**src/rtl/demux1xn_stream.sv**
```systemverilog
// demux1xn_stream: 1-to-N valid/ready stream demultiplexer, one output register per channel.
// Define DEMUX_CNT_EN to build the per-channel 16-bit transfer counters on o_cnt.
module demux1xn_stream #(
  parameter  int N_OUT = 4,
  parameter  int W     = 8,
  localparam int SEL_W = $clog2(N_OUT)
) (
  input  logic                clk,
  input  logic                rst_n,
  input  logic [W-1:0]        i_data,
  input  logic [SEL_W-1:0]    i_sel,
  input  logic                i_valid,
  output logic                i_ready,
  output logic [N_OUT*W-1:0]  y_data,
  output logic [N_OUT-1:0]    y_valid,
  input  logic [N_OUT-1:0]    y_ready,
  output logic                o_drop,
  output logic [N_OUT*16-1:0] o_cnt
);

  typedef enum logic {EMPTY = 1'b0, FULL = 1'b1} ch_state_t;

  logic             sel_in_range;
  logic [N_OUT-1:0] sel_hit;
  logic [N_OUT-1:0] ch_ready;
  logic [N_OUT-1:0] ch_write;
  logic             drop_reg;

  // Out-of-range selects are always accepted so a bad index can never stall the producer.
  assign sel_in_range = ({1'b0, i_sel} < (SEL_W + 1)'(N_OUT));
  assign i_ready      = sel_in_range ? |(sel_hit & ch_ready) : 1'b1;
  assign o_drop       = drop_reg;

  always_ff @(posedge clk or negedge rst_n) begin
    if (!rst_n) begin
      drop_reg <= 1'b0;
    end else begin
      drop_reg <= i_valid & ~sel_in_range;
    end
  end

  genvar gi;
  generate
    for (gi = 0; gi < N_OUT; gi++) begin : g_ch
      ch_state_t    state_reg, state_next;
      logic [W-1:0] data_reg, data_next;

      assign sel_hit[gi]  = (i_sel == SEL_W'(gi));
      assign ch_ready[gi] = (state_reg == EMPTY) | y_ready[gi];
      assign ch_write[gi] = i_valid & sel_hit[gi] & ch_ready[gi];

      always_ff @(posedge clk or negedge rst_n) begin
        if (!rst_n) begin
          state_reg <= EMPTY;
          data_reg  <= '0;
        end else begin
          state_reg <= state_next;
          data_reg  <= data_next;
        end
      end

      // A write during a consumer handshake keeps the channel FULL with the new word.
      always_comb begin
        state_next = state_reg;
        data_next  = data_reg;
        case (state_reg)
          EMPTY:   if (ch_write[gi]) state_next = FULL;
          FULL:    if (!ch_write[gi] && y_ready[gi]) state_next = EMPTY;
          default: state_next = EMPTY;
        endcase
        if (ch_write[gi]) data_next = i_data;
      end

      assign y_valid[gi]        = (state_reg == FULL);
      assign y_data[gi*W +: W]  = data_reg;

`ifdef DEMUX_CNT_EN
      logic [15:0] cnt_reg, cnt_next;

      always_comb begin
        cnt_next = cnt_reg;
        if (y_valid[gi] && y_ready[gi]) cnt_next = cnt_reg + 16'd1;
      end

      always_ff @(posedge clk or negedge rst_n) begin
        if (!rst_n) begin
          cnt_reg <= 16'd0;
        end else begin
          cnt_reg <= cnt_next;
        end
      end

      assign o_cnt[gi*16 +: 16] = cnt_reg;
`else
      assign o_cnt[gi*16 +: 16] = 16'd0;
`endif
    end
  endgenerate

endmodule

```
**config.mk**
```make
export PLATFORM = sky130hd
export DESIGN_NAME = demux1xn_stream
export DESIGN_NICKNAME = d
export VERILOG_FILES = /design/src/rtl/demux1xn_stream.sv
export SDC_FILE = /design/constraint.sdc
export NUM_CORES = 1
export LEC_CHECK = 0
export ABC_AREA = 1
export CORE_UTILIZATION = 28
export CTS_BUF_LIST = sky130_fd_sc_hd__clkbuf_2 sky130_fd_sc_hd__clkbuf_4 sky130_fd_sc_hd__clkbuf_8
export CTS_CLUSTER_DIAMETER = 100
export CTS_CLUSTER_SIZE = 40
export DETAILED_ROUTE_END_ITERATION = 6
export HOLD_SLACK_MARGIN = 0.1
export SLEW_MARGIN = 25
export SYNTH_ARGS = -nofsm -noshare
export SYNTH_HDL_FRONTEND = slang
export SYNTH_SLANG_ARGS = --single-unit
```
**constraint.sdc**
```tcl
create_clock -name clk -period 1.55 [get_ports clk]
set_input_delay 0.31 -clock clk [delete_from_list [all_inputs] [get_ports clk]]
set_output_delay 0.31 -clock clk [all_outputs]
set_load 0.01 [all_outputs]
```
After elaboration in Yosys (flattened, before gate mapping) --
Cells that the tools add are included.
Storage, ports and cells: input port bits 17, memories kept 0, bits in read-only memories 0, bits in writable memories 0, output and inout bits 102, flip-flop bits (word level) 36, latch bits 0
Cells by class: reductions and logical operators 10, bitwise logic cells 17, divide/modulo/power cells 0, equality and inequality tests 3, shift-type cells 0, multipliers 0, magnitude comparators 0, multiplexer cells 12, add/subtract/negate cells 0
Operators by type and width (number):
- $and 1x1->1 | 8
- $mux 1 | 8
- $pmux 1 s2 | 4
- $and 4x4->4 | 1
- $eq 2x2->1 const B | 2
- $logic_and 1x1->1 | 4
- $logic_not 1->1 | 4
- $not 1->1 | 4
- $or 1x1->1 | 4
- $reduce_or 4->1 | 1
- $eq 2x1->1 const B | 1
- $logic_not 2->1 | 1

Longest topological paths before layout --
Gate-level depths: netlist of the first run.
depth in word-level cells 7, depth in mapped cells 7, depth with buffers taken out 6

Least setup slack after synthesis of the first run --
OpenSTA, ideal clock, no wires.
path kind register to output, start register g_ch[1].state_reg, end output port i_ready, stages on the path, launching flop included 7, required time 1.240 ns, arrival time 1.001 ns, slack 0.239 ns, path buffers 1, cell sequence dfrtp_1 -> nand2_1 -> clkbuf_1 -> nand2_1 -> nand2_1 -> inv_1 -> nand2_1
On the way: word-level cells in the longest chain between the ends 4
Ends and longest elaborated chain:
- start, declared | line 45 | ch_state_t state_reg, state_next;
- start signal, assigned | line 57 | state_reg <= state_next;
- $not 1->1 | line 49 | assign ch_ready[gi] = (state_reg == EMPTY) | y_ready[gi];
- $or 1x1->1 | line 49
- $and 4x4->4 | line 31 | assign i_ready = sel_in_range ? |(sel_hit & ch_ready) : 1'b1;
- $reduce_or 4->1 | line 31
- end, declared | line 13 | output logic i_ready,
No other way between the ends.

Final worst setup path of the first run --
start register g_ch[0].data_reg[7], end output port y_data[7]
RTL lines:
- start, declared | line 46 | logic [W-1:0] data_reg, data_next;
- start signal, assigned | line 58 | data_reg <= data_next;
- end, declared | line 14 | output logic [N_OUT*W-1:0] y_data,
No word-level cell between the ends.

==> metrics, run 1 <==
RSZ-0062 raised after global routing true; Final #Nets approximately 330; Root Buffer clkbuf_8; Finished Cell Area between 2000 and 3000 um2; clock-pin slew on the worst setup and hold paths ~70 ps; Final Power 2.63 mW; diode count 0; vias in the first global route approximately 1400; r2r endpoint g_ch[0].data_reg[3]; status completed; setup TNS 0 ps; Tcrit/Tclk final a little over nine tenths; grt total ovfl 0; most frequent cells in the layout nand2_1 (75), conb_1 (65), dfrtp_1 (36), clkdlybuf4s50_1 (36), nand4_1 (24); via count 1581; standard-cell row count 31; largest net degree at the start of global routing 37; Worst Clk Skew 3.66 ps; core box area between 7000 and 8000 um2; WS Path Type reg -> out; CTS tree yes; Critical path origin g_ch[0].data_reg[7]; Slew Limit Fails 0; Synth-to-Final Area Change 29.3%; sequential share of the synthesized area a little over two fifths; crit path max-delay cell type clkdlybuf4s50_1; initial antenna violation count 0; synthesis warning total 0; crit-path cells clkdlybuf4s50_1; worst reg-to-reg path cell count 5; Worst EP required around 1200 ps; WP depth 1; worst hold margin approximately 390 ps; Final setup viols 0; Top Ports 119; clk buf depth 2; # clock sinks 36; Yosys reg bits 36; H-tree lvl count 2; drt pass-1 iters 4; VDD IR-drop max between 0.2 and 0.3 mV; Worst Setup EP y_data[7]; synth unique cells 14; CP Data Arrival Time about 1200 ps; share of post-route cells with drive strength above 1 between 10% and 20%; min Tclk post-route 1520 ps; initial core utilization between 20% and 30%; Setup crit end kind output port; Cell Area, Placed ~2600 um2; clock insertion delay at the later pin of the skew report just under 300 ps; buffers and inverters on the worst path 1; Static Leak about 1.5 nW; total setup buffers inserted after CTS 0; Filler cells 765; worst hold path class in -> async; critical path fanouts, max 2; pre-CTS setup slack -593 ps; RD Place Congestion ~0.73; CP top delay family buffers and inverters; antenna-violating nets left 0; worst r2r src g_ch[0].state_reg; # hold bufs at CTS 0; R2R Setup Slk roughly 430 ps; hpwl dp 3500 um; Power Density 982 nW/um2; Setup WS post-layout roughly 27 ps; MaxCap Viol Count 0; CP Launch Type flop; drc violations 0; Avg Vias per Cell ~3.9; Total Wirelength roughly 4700 um; GRT Total Usage between 10 and 15%; # port buffers 53; commonest non-fill, non-tap cell in the layout nand2_1; Mapped Area slightly above 2000 um2; Post-Synthesis Cells approximately 240; number of flip-flops in the largest register 32; WL/cell ~12 um; Fin. Hold Viols 0; Iteration-0 DRC Markers 87; first-pass GRT wire length between 7000 and 8000 um; critical path's largest stage delay approximately 550 ps; chip height slightly below 90 um; Syn Area/Cell between 8 and 9 um2; cts bufs inserted 5; fmax 656 MHz; Total Die Area 7760 um2; Die X roughly 88 um
-- synthesized netlist by cell type --
| master | count | area, um2 |
|---|---|---|
| nand2_1 | 80 | 300 |
| buf_4 | 70 | 526 |
| dfrtp_1 | 36 | 901 |
| nand4_1 | 24 | 150 |
| inv_1 | 10 | 37.5 |
| nand3_1 | 8 | 40.0 |
| clkbuf_1 | 4 | 15.0 |
| nor2_4 | 3 | 33.8 |
| buf_2 | 2 | 10.0 |
| nand3_4 | 2 | 35.0 |
| conb_1 | 1 | 3.75 |
| nand2_2 | 1 | 6.26 |
| nand3_2 | 1 | 10.0 |
| nor2_2 | 1 | 6.26 |
-- metrics by stage --
step,cells,utilization [%]
2_1_floorplan,307,-
3_3_place_gp,401,35.6
3_5_place_dp,401,35.6
4_1_cts,408,36.6
5_1_grt,408,37.2
6_report,408,37.2
-- per-layer routing --
metal  routed length, um  GRT usage (%)  vias up
met5                   0              0        -
met4                  79           5.72        0
met3                 289           3.20        6
met2                2240           20.4       66
met1                2090           15.9      737
li1                    -              -      772
-- logic make-up (layout without fill, tap and decap cells) --
family / after synthesis / after routing / synth area share [%]
simple gates: 120 / 120 / 28.0
buf+inv: 86 / 88 / 28.3
flops: 36 / 36 / 43.4
other cells: 1 / 65 / 0.181
-- how the worst min path moves through the flow --
stage | start | to | slack, ps | cells after the start
2_1_floorplan | rst_n | g_ch[0].data_reg[0] | 10 | 0
3_3_place_gp | g_ch[1].data_reg[3] | g_ch[1].data_reg[3] | 460 | 2
3_5_place_dp | g_ch[1].data_reg[3] | g_ch[1].data_reg[3] | 460 | 2
4_1_cts | rst_n | g_ch[3].data_reg[2] | 400 | 2
5_1_grt | rst_n | g_ch[1].data_reg[4] | 410 | 2
6_report | rst_n | g_ch[1].data_reg[6] | 390 | 2
-- layout make-up --
| type | instances | area, um2 | area share (%) |
|---|---|---|---|
| Sequential cell | 36 | 901 | 33.6 |
| Clock inverter | 1 | 5.00 | 0.187 |
| Clock buffer | 6 | 76.3 | 2.85 |
| Multi-Input combinational cell | 185 | 838 | 31.3 |
| Tap cell | 99 | 124 | 4.62 |
| Timing Repair Buffer | 71 | 701 | 26.1 |
| Inverter | 10 | 37.5 | 1.40 |
-- power breakdown --
part           leakage (nW)  total (mW)  internal [mW]  switching, mW
registers             0.448        1.19           1.09         0.0966
clock network        0.0445       0.652          0.323          0.328
logic                  1.03       0.793          0.388          0.405
-- what timing repair did --
item / in CTS / in global routing
resized for setup: 11 / 16
pin swaps: 0 / 3
endpoints found under the setup margin: 4 / 9
Note: power is estimated with default switching activity, not from simulation.
==> run 2: changes to the inputs <==
ABC_CLOCK_PERIOD_IN_PS = 1550   (was default)
PLACE_DENSITY = 0.61   (was default)
==> run 2 against run 1 <==
Critical endpoint unchanged. Critical path type unchanged. Clock power up 12%. Critical path depth unchanged. Count of clock-buffer cells in the layout is 2 higher. Power increased by 2.9%. Utilization increased by 0.50 points. Largest cell class unchanged. First-iteration DRC count shrank 23%. Maximum frequency up 0.11%. Via count is 1.1% higher. Combinational power up 0.9%. Global-route usage rose by 0.49 points.
==> metrics, run 2 (same netlist as run 1, synthesis figures left out) <==
status completed (unchanged); RSZ-0062 raised after global routing true (unchanged); buffers and inverters on the worst path 1 (unchanged); Slew Limit Fails 0 (unchanged); Fin. Hold Viols 0 (unchanged); initial antenna violation count 0 (unchanged); Final #Nets 327 (was 326); cts bufs inserted 5 (unchanged); Die X 88.1 um (unchanged); CP Data Arrival Time 1210 ps (about the same); clk buf depth 2 (unchanged); Synth-to-Final Area Change 31.1% (was 29.3%); min Tclk post-route 1520 ps (about the same); setup TNS 0 ps (unchanged); hpwl dp 3500 um (about the same); drt pass-1 iters 4 (unchanged); crit path max-delay cell type clkdlybuf4s50_1 (unchanged); sequential power share 43.6% (was 45.2%); Top Ports 119 (unchanged); share of post-route cells with drive strength above 1 14.1% (was 12.9%); CP Launch Type flop (unchanged); Comb pwr share 29.5% (was 30.1%); CP top delay family buffers and inverters (unchanged); diode count 0 (unchanged); worst hold path class in -> async (unchanged); most frequent cells in the layout nand2_1 (73), conb_1 (65), clkdlybuf4s50_1 (39) (was nand2_1 (75), conb_1 (65), dfrtp_1 (36), clkdlybuf4s50_1 (36), nand4_1 (24)); Pint 1.88 mW (was 1.80 mW); fmax 657 MHz (was 656 MHz); Avg Vias per Cell 3.90 (was 3.88); Total Wirelength 4750 um (was 4690 um); Final setup viols 0 (unchanged); Worst Clk Skew 1.49 ps (was 3.66 ps); largest net degree at the start of global routing 37 (unchanged); Clock power frac 26.8% (was 24.7%); critical path fanouts, max 2 (unchanged); # port buffers 53 (unchanged); vias in the first global route 1493 (was 1416); critical path's largest stage delay 550 ps (about the same); Static Leak 1.53 nW (about the same); Power Density 997 nW/um2 (was 982 nW/um2); Tcrit/Tclk final 98.2% (was 98.3%); H-tree lvl count 2 (unchanged); MaxCap Viol Count 0 (unchanged); Worst EP required 1240 ps (about the same); Net Sw Frac 30.5% (was 31.5%); Setup crit end kind output port (unchanged); drc violations 0 (unchanged); gr busiest metal met2 (unchanged); Switch Pwr 0.827 mW (was 0.830 mW); placed insts 401 (unchanged); RD Place Congestion 0.718 (was 0.734); GRT Total Usage 13.1% (was 12.6%); crit-path cells clkdlybuf4s50_1 (unchanged); WS Path Type reg -> out (unchanged); chip height 88.1 um (unchanged); clock insertion delay at the later pin of the skew report 290 ps (about the same); VDD IR-drop max 0.275 mV (was 0.292 mV); Final Power 2.71 mW (was 2.63 mW); Iteration-0 DRC Markers 67 (was 87); fin cells 410 (was 408); antenna-violating nets left 0 (unchanged); # hold bufs at CTS 0 (unchanged); clock-pin slew on the worst setup and hold paths 70 ps (about the same); first-pass GRT wire length 7430 um (was 7170 um); number of flip-flops in the largest register 32 (unchanged); met3 global-route usage 4.15% (was 3.20%); commonest non-fill, non-tap cell in the layout nand2_1 (unchanged); Total Die Area 7760 um2 (unchanged); CTS tree yes (unchanged); core box area 7210 um2 (unchanged); via count 1599 (was 1581); Root Buffer clkbuf_8 (unchanged); standard-cell row count 31 (unchanged); WL/cell 11.6 um (was 11.5 um); met1 Use GR 15.7% (was 15.9%); initial core utilization 28.8% (unchanged); M2 GR Usage 21.6% (was 20.4%); grt total ovfl 0 (unchanged); Filler cells 762 (was 765); # clock sinks 36 (unchanged)
==> run 2: routing by layer <==
metal / vias to the layer above / wire, um
met5: - / 0
met4: 0 / 74
met3: 6 / 376
met2: 68 / 2310
met1: 746 / 1990
li1: 779 / -
==> run 2: final cells by class <==
type	count	area (um2)	area share, %
Sequential cell	36	901	33.1
Multi-Input combinational cell	185	848	31.2
Timing Repair Buffer	72	711	26.1
Tap cell	99	124	4.56
Clock buffer	8	97.6	3.59
Inverter	10	37.5	1.38
==> run 2: per-stage QoR <==
stage	hold slack, ps	util, %	instance area [um2]	setup slack, ps
after floorplan	14.4	-	2310	239
after detailed placement	459	35.7	2580	-538
after global placement	455	35.7	2580	-492
final	395	37.7	2720	28.3
after global routing	412	37.7	2720	-7.44
after CTS	408	37.1	2680	11.7
==> run 2: path summary, 6_finish.rpt <==
| path | start | endpoint | slack (ps) | cells after the start |
|---|---|---|---|---|
| min in group clk | g_ch[1].data_reg[0] | g_ch[1].data_reg[0] | 470 | 2 |
| max reg2reg | g_ch[3].state_reg | g_ch[3].data_reg[3] | 410 | 6 |
| max | g_ch[0].data_reg[7] | y_data[7] | 30 | 1 |
| min | rst_n | g_ch[1].state_reg | 390 | 2 |
| max in group asynchronous | rst_n | g_ch[2].state_reg | 970 | 2 |
| min reg2reg | g_ch[1].data_reg[0] | g_ch[1].data_reg[0] | 470 | 2 |
==> run 2: power groups by stage <==
| stage | clock network (mW) | logic (mW) | registers (mW) |
|---|---|---|---|
| CTS | 0.750 | 0.815 | 1.19 |
| global placement | 0 | 0.808 | 1.20 |
| floorplan | 0 | 0.393 | 1.26 |
| global route | 0.789 | 0.890 | 1.20 |
| finish | 0.727 | 0.800 | 1.18 |
| detailed placement | 0 | 0.817 | 1.20 |
==> run 2: what timing repair did <==
item                                    4_1_cts  5_1_grt
endpoints found under the setup margin        3        8
setup buffers                                 1        0
pin swaps                                     0        4
gates resized for setup                      10       16
